[src/rtl/mem_region_mpu.sv]
// Region-based memory protection unit between a cpu request port and a single-port SRAM.
// Each region pairs a code window (who may access) with a data window and R/W/X permissions.
module mem_region_mpu #(
    parameter int unsigned MEM_WORDS   = 1024,
    parameter int unsigned ADDR_WIDTH  = 22,
    parameter int unsigned NUM_REGIONS = 8
) (
    input  logic                  clk,
    input  logic                  resetn,
    input  logic                  cpu_valid,
    input  logic                  cpu_instr,
    input  logic [ADDR_WIDTH-1:0] cpu_addr,
    input  logic [31:0]           cpu_wdata,
    input  logic [3:0]            cpu_wstrb,
    input  logic [31:0]           pc_addr,
    output logic                  cpu_ready,
    output logic [31:0]           cpu_rdata,
    output logic [3:0]            mem_wen,
    output logic [ADDR_WIDTH-3:0] mem_addr,
    output logic [31:0]           mem_wdata,
    input  logic [31:0]           mem_rdata,
    input  logic                  cfg_valid,
    input  logic                  cfg_we,
    input  logic [7:0]            cfg_addr,
    input  logic [31:0]           cfg_wdata,
    output logic [31:0]           cfg_rdata,
    output logic                  cfg_ready,
    output logic                  irq
);
    localparam logic [1:0] StIdle  = 2'd0;
    localparam logic [1:0] StCheck = 2'd1;
    localparam logic [1:0] StMem   = 2'd2;
    localparam logic [1:0] StResp  = 2'd3;

    localparam logic [32:0] MemBytes = 33'(MEM_WORDS) << 2;

    logic [1:0]  state_q, state_d;
    logic [31:0] code_lo_q [NUM_REGIONS];
    logic [31:0] code_hi_q [NUM_REGIONS];
    logic [31:0] data_lo_q [NUM_REGIONS];
    logic [31:0] data_hi_q [NUM_REGIONS];
    logic [4:0]  ctrl_q    [NUM_REGIONS];
    logic        fault_q;
    logic [1:0]  ftype_q;
    logic [31:0] fault_addr_q, fault_pc_q;
    logic        mpu_en_q;
    logic        allowed_q;
    logic        cfg_ready_q;
    logic [31:0] cfg_rdata_q;

    logic [31:0] addr_ext, code_pt, cfg_rd_c;
    logic        in_mem, is_write, code_hit_any, region_ok, allow_c;
    logic [1:0]  ftype_c;
    logic        cfg_wr, fault_set, status_clr;

    assign addr_ext = 32'(cpu_addr);
    assign code_pt  = cpu_instr ? addr_ext : pc_addr;
    assign in_mem   = {1'b0, addr_ext} < MemBytes;
    assign is_write = cpu_wstrb != 4'h0;

    // Region results are ORed; a fetch needs only the code window, data needs both windows.
    always_comb begin
        code_hit_any = 1'b0;
        region_ok    = 1'b0;
        for (int r = 0; r < int'(NUM_REGIONS); r++) begin
            if (ctrl_q[r][0] && code_pt >= code_lo_q[r] && code_pt <= code_hi_q[r]) begin
                code_hit_any = 1'b1;
                if (cpu_instr ? ctrl_q[r][3]
                    : (addr_ext >= data_lo_q[r] && addr_ext <= data_hi_q[r] &&
                       (is_write ? ctrl_q[r][2] : ctrl_q[r][1]))) begin
                    region_ok = 1'b1;
                end
            end
        end
        allow_c = 1'b0;
        ftype_c = 2'd0;
        if (!in_mem) begin
            ftype_c = 2'd2;
        end else if (!mpu_en_q || region_ok) begin
            allow_c = 1'b1;
        end else begin
            ftype_c = code_hit_any ? 2'd1 : 2'd3;
        end
    end

    always_comb begin
        state_d = state_q;
        case (state_q)
            StIdle:  if (cpu_valid) state_d = StCheck;
            StCheck: state_d = allow_c ? StMem : StResp;
            StMem:   state_d = StResp;
            StResp:  state_d = StIdle;
            default: state_d = StIdle;
        endcase
    end

    assign cfg_wr     = cfg_valid && cfg_we;
    assign fault_set  = (state_q == StCheck) && !allow_c;
    assign status_clr = cfg_wr && (cfg_addr == 8'h80) && cfg_wdata[0];

    always_ff @(posedge clk or negedge resetn) begin
        if (!resetn) begin
            state_q      <= StIdle;
            allowed_q    <= 1'b0;
            fault_q      <= 1'b0;
            ftype_q      <= 2'd0;
            fault_addr_q <= '0;
            fault_pc_q   <= '0;
            mpu_en_q     <= 1'b1;
        end else begin
            state_q <= state_d;
            if (state_q == StCheck) allowed_q <= allow_c;
            // A new fault outranks a simultaneous clear; first fault keeps its capture.
            if (fault_set) begin
                fault_q <= 1'b1;
                if (!fault_q) begin
                    ftype_q      <= ftype_c;
                    fault_addr_q <= addr_ext;
                    fault_pc_q   <= pc_addr;
                end
            end else if (status_clr) begin
                fault_q <= 1'b0;
            end
            if (cfg_wr && cfg_addr == 8'h83) mpu_en_q <= cfg_wdata[0];
        end
    end

    always_ff @(posedge clk or negedge resetn) begin
        if (!resetn) begin
            for (int r = 0; r < int'(NUM_REGIONS); r++) begin
                code_lo_q[r] <= '0;
                code_hi_q[r] <= '0;
                data_lo_q[r] <= '0;
                data_hi_q[r] <= '0;
                ctrl_q[r]    <= '0;
            end
        end else if (cfg_wr && !cfg_addr[7]) begin
            for (int r = 0; r < int'(NUM_REGIONS); r++) begin
                if (cfg_addr[6:3] == 4'(r) && !ctrl_q[r][4]) begin
                    case (cfg_addr[2:0])
                        3'd0:    code_lo_q[r] <= cfg_wdata;
                        3'd1:    code_hi_q[r] <= cfg_wdata;
                        3'd2:    data_lo_q[r] <= cfg_wdata;
                        3'd3:    data_hi_q[r] <= cfg_wdata;
                        3'd4:    ctrl_q[r]    <= cfg_wdata[4:0];
                        default: ;
                    endcase
                end
            end
        end
    end

    always_comb begin
        cfg_rd_c = '0;
        if (cfg_addr[7]) begin
            case (cfg_addr[6:0])
                7'h00:   cfg_rd_c = {29'b0, ftype_q, fault_q};
                7'h01:   cfg_rd_c = fault_addr_q;
                7'h02:   cfg_rd_c = fault_pc_q;
                7'h03:   cfg_rd_c = {31'b0, mpu_en_q};
                default: cfg_rd_c = '0;
            endcase
        end else begin
            for (int r = 0; r < int'(NUM_REGIONS); r++) begin
                if (cfg_addr[6:3] == 4'(r)) begin
                    case (cfg_addr[2:0])
                        3'd0:    cfg_rd_c = code_lo_q[r];
                        3'd1:    cfg_rd_c = code_hi_q[r];
                        3'd2:    cfg_rd_c = data_lo_q[r];
                        3'd3:    cfg_rd_c = data_hi_q[r];
                        3'd4:    cfg_rd_c = {27'b0, ctrl_q[r]};
                        default: cfg_rd_c = '0;
                    endcase
                end
            end
        end
    end

    always_ff @(posedge clk or negedge resetn) begin
        if (!resetn) begin
            cfg_ready_q <= 1'b0;
            cfg_rdata_q <= '0;
        end else begin
            cfg_ready_q <= cfg_valid;
            cfg_rdata_q <= (cfg_valid && !cfg_we) ? cfg_rd_c : '0;
        end
    end

    assign cfg_ready = cfg_ready_q;
    assign cfg_rdata = cfg_rdata_q;
    assign irq       = fault_q;
    assign cpu_ready = state_q == StResp;
    assign cpu_rdata = (state_q == StResp && allowed_q && !is_write) ? mem_rdata : '0;
    assign mem_wen   = (state_q == StMem) ? cpu_wstrb : 4'h0;
    assign mem_addr  = (state_q == StMem) ? cpu_addr[ADDR_WIDTH-1:2] : '0;
    assign mem_wdata = (state_q == StMem) ? cpu_wdata : '0;

endmodule

[config.mk]
export PLATFORM = sky130hd
export DESIGN_NAME = mem_region_mpu
export DESIGN_NICKNAME = d
export VERILOG_FILES = /design/src/rtl/mem_region_mpu.sv
export SDC_FILE = /design/constraint.sdc
export NUM_CORES = 2
export LEC_CHECK = 0
export CAP_MARGIN = 20
export CELL_PAD_IN_SITES_DETAIL_PLACEMENT = 0
export CELL_PAD_IN_SITES_GLOBAL_PLACEMENT = 1
export CORE_ASPECT_RATIO = 0.6
export CORE_MARGIN = 3
export CORE_UTILIZATION = 44
export CTS_CLUSTER_SIZE = 12
export DETAILED_ROUTE_END_ITERATION = 10
export PLACE_DENSITY = 0.79
export SLEW_MARGIN = 20
export SYNTH_ARGS = -nofsm -noshare
export SYNTH_HDL_FRONTEND = slang
export SYNTH_SLANG_ARGS = --single-unit
[constraint.sdc]
create_clock -name clk -period 3.45 [get_ports clk]
set_input_delay 0.8625 -clock clk [delete_from_list [all_inputs] [get_ports clk]]
set_output_delay 0.8625 -clock clk [all_outputs]
set_load 0.01 [all_outputs]
==> results.toml <==
[layout]
regArea_um2 = 29000
drive_gt1_share_pct = 32.1
fillers = 13502
nets = 10721
post-route-util_pct = 62.1
multi_input_area_um2 = 40500
syn2layout_area_growth_pct = 39.3
postLayoutCellArea_um2 = 101000
instances_no_fill = 11928

[clock_tree]
cts_buffers = 120
clkTransAtPathRegs_ns = 0.06
clock_path_buffers = 3
htreeDepth = 3
clk_latency_ns = 0.81
cts_sinks = 1158
cts_tree = "done"
cts_root_buffer = "clkbuf_16"

[route]
first_pass_iters = 7
via_count = 74078
drc_errors = 0
antenna_left = 0
avgRoutedWirePerCell_um = 33.6
drtIter0Drc = 11433
routed_wl_mm = 400
via_per_inst = 6.21

[timing]
maxSlewHeadroom_pct = 15.0
fin_ws_ns = -1.12
drv_slew = 0
fin_worst_skew_ns = 0.0452
fmax_mhz = 219
whs_ns = -0.0263
finalHoldViolCount = 6
worst_pin_slew_ns = 1.27
rsz0062_at_grt = "true"
setup_violations = 61
post-route-period-util_pct = 132
min_period_ns = 4.57

[setup_path]
required_ns = 4.11
path_class = "in -> reg"
crit_fanout = 7
end_kind = "flop"
cp-start-kind = "input pin"
arrival_ns = 5.23

[floorplanning]
initial_utilization_pct = 44.6
die_w_um = 529
ioPinCount = 291
dieArea_um2 = 169000
core_um2 = 162000
rows = 114
die_h_um = 320

[synth]
yosys.area.top_type = "dfrtp_1"
ys_seq_area_share_pct = 40.1
ys.warnings.count = 0
synth_seq_cells = 1158
yosysTopAreaCellShare_pct = 40.0
synth_ff_type = "dfrtp_1"
synth_area_um2 = 72300
yosysMostFrequentCell = "dfrtp_1"
synth-edff-count = 0
syn_inst = 7617
synthDistinctLibCells = 85
syn_avg_cell_area_um2 = 9.49
syn-num-nets = 8654
synth_commonest_cells = "dfrtp_1 (1157), ha_1 (869), inv_1 (862), nand2_1 (845), o21ai_0 (804)"
synthTopCellsByArea = "dfrtp_1 (40%), ha_1 (15%), mux2_2 (7.1%), o21ai_0 (5.6%), inv_1 (4.5%)"
synthArstFlopShare_pct = 100

[grt]
grt_pass1_vias = 69932
grt_pass1_wl_mm = 549
grt_max_degree = 111
gr-total-overflow = 0
grtUsageTotal_pct = 46.1
antenna_found_initial = 45

[min_path]
hold_class = "in -> async"

[placement]
dp_slack_ns = -2.91
io_buffers = 290
place_area_um2 = 93600
post-dp-hpwl_mm = 313
dp_cells = 11600
place_congestion = 1.11

[outcome]
status = "finished, violations left"
violations = "hold timing, setup timing"

[run]
cap_violations = 0

[power_and_ir_drop]
irDropWorstVdd_mv = 0.417
leakagePower_nw = 50.0
power_mw = 37.6
cellPowerDensity_nw_per_um2 = 374
-- cell usage in the layout (no fill, tap or decap), types with 20 or more instances in the layout --
cell | netlist | routed
a21oi_1 | 371 | 342
buf_12 | 5 | 196
clkbuf_1 | 339 | 29
mux2i_1 | 35 | 34
clkdlybuf4s50_1 | 0 | 194
a21oi_2 | 0 | 20
o22ai_1 | 76 | 74
mux2_2 | 457 | 437
nor2b_1 | 45 | 34
nor3_2 | 7 | 21
clkbuf_16 | 0 | 124
dfrtp_1 | 1157 | 1157
o211ai_1 | 32 | 32
dlygate4sd2_1 | 0 | 33
buf_6 | 1 | 69
a211oi_1 | 55 | 43
nor3_1 | 90 | 65
a22o_1 | 144 | 144
clkbuf_2 | 0 | 26
nand3_1 | 108 | 102
ha_4 | 0 | 41
nor4_1 | 72 | 53
a221oi_1 | 178 | 167
clkbuf_8 | 0 | 26
ha_1 | 869 | 826
o21ai_1 | 8 | 22
a21o_1 | 104 | 104
nand2_1 | 845 | 826
and2_1 | 92 | 91
mux2_4 | 43 | 66
or4_1 | 20 | 20
inv_1 | 862 | 860
nor2_1 | 148 | 127
o21ai_0 | 804 | 773
buf_4 | 0 | 1818
nand4_1 | 131 | 131
a22oi_1 | 171 | 168
-- per-layer routing --
| metal | vias up | part of all wire (%) | global-route usage [%] |
|---|---|---|---|
| met4 | 28 | 3.6 | 13.8 |
| met3 | 690 | 19 | 28.7 |
| met2 | 5201 | 35 | 56.2 |
| met1 | 36696 | 42 | 65.4 |
| met5 | - | 0.14 | 0.167 |
| li1 | 31463 | - | - |
-- cell type report --
| class | instances | area share [%] |
|---|---|---|
| multi-input combinational | 5155 | 40.2 |
| timing repair buffer | 2386 | 21.3 |
| tap | 2146 | 2.67 |
| antenna | 14 | 0.0348 |
| sequential | 1158 | 28.8 |
| clock inverter | 31 | 0.353 |
| inverter | 863 | 3.22 |
| clock buffer | 175 | 3.45 |
-- sequential cells by signal, summed over array words and instances, names as in the netlist --
| signal | flops |
|---|---|
| code_hi_q | 256 |
| code_lo_q | 256 |
| data_hi_q | 256 |
| data_lo_q | 256 |
| ctrl_q | 40 |
| cfg_rdata | 32 |
| fault_pc_q | 32 |
| fault_addr_q | 22 |
| ftype_q | 2 |
| state_q | 2 |
| allowed_q | 1 |
| cfg_ready | 1 |
| irq | 1 |
| mpu_en_q | 1 |
-- cells by family after synthesis --
| logic type | synth area share (%) |
|---|---|
| AO/OA/AOI/OAI | 18.4 |
| multiplexers | 9.04 |
| AND/OR/NAND/NOR | 10.5 |
| flip-flops | 40.1 |
| adder cells (fa/ha/maj) | 15.0 |
| buffers and inverters | 6.94 |
-- metrics by stage --
step,TNS (ns),hold slack (ns)
3_3_place_gp,-614.08,0.476
4_1_cts,-51.75,0.00528
6_report,-59.40,-0.0263
2_1_floorplan,-51.45,0.440
5_1_grt,-60.29,0.0275
3_5_place_dp,-582.88,0.474
-- path summary, 6_finish.rpt --
kind / to / start / cells past startpoint / slack (ns)
max: fault_pc_q[16] / cpu_instr / 20 / -1.12
min: fault_pc_q[6] / resetn / 1 / -0.03
max reg2reg: fault_pc_q[16] / data_lo_q[53] / 18 / -0.74
min reg2reg: ctrl_q[24] / ctrl_q[24] / 1 / 0.49
max in group asynchronous: data_hi_q[70] / resetn / 2 / 2.12
min in group clk: fault_pc_q[3] / pc_addr[3] / 2 / 0.36
-- worst max-delay path, cell delays in order --
cell and delay (ns):
buf_16 0.15, buf_12 0.16, buf_12 0.12, mux2_4 0.40
buf_12 0.17, ha_4 0.26, nand4_1 0.18, nor4_4 0.50
buf_4 0.20, and3_4 0.21, or4_1 0.12, o21ai_1 0.05
or3_4 0.41, o311a_4 0.33, nand4_4 0.19, a21o_4 0.20
buf_12 0.12, buf_12 0.11, buf_16 0.13, mux2_4 0.30
-- report_power, final --
part           switching (mW)  leakage (nW)  internal, mW
logic                    5.12          35.2          4.04
registers               0.595          12.9          14.4
clock network            6.24          1.88          7.23
total                    12.0          50.0          25.7
-- what timing repair did --
item	4_1_cts	5_1_grt
setup endpoints to repair	177	112
pin swaps	66	59
hold buffers	0	0
buffers inserted	90	19
cloned	9	4
gates resized for setup	450	181
Note: power is estimated with default switching activity, not from simulation.
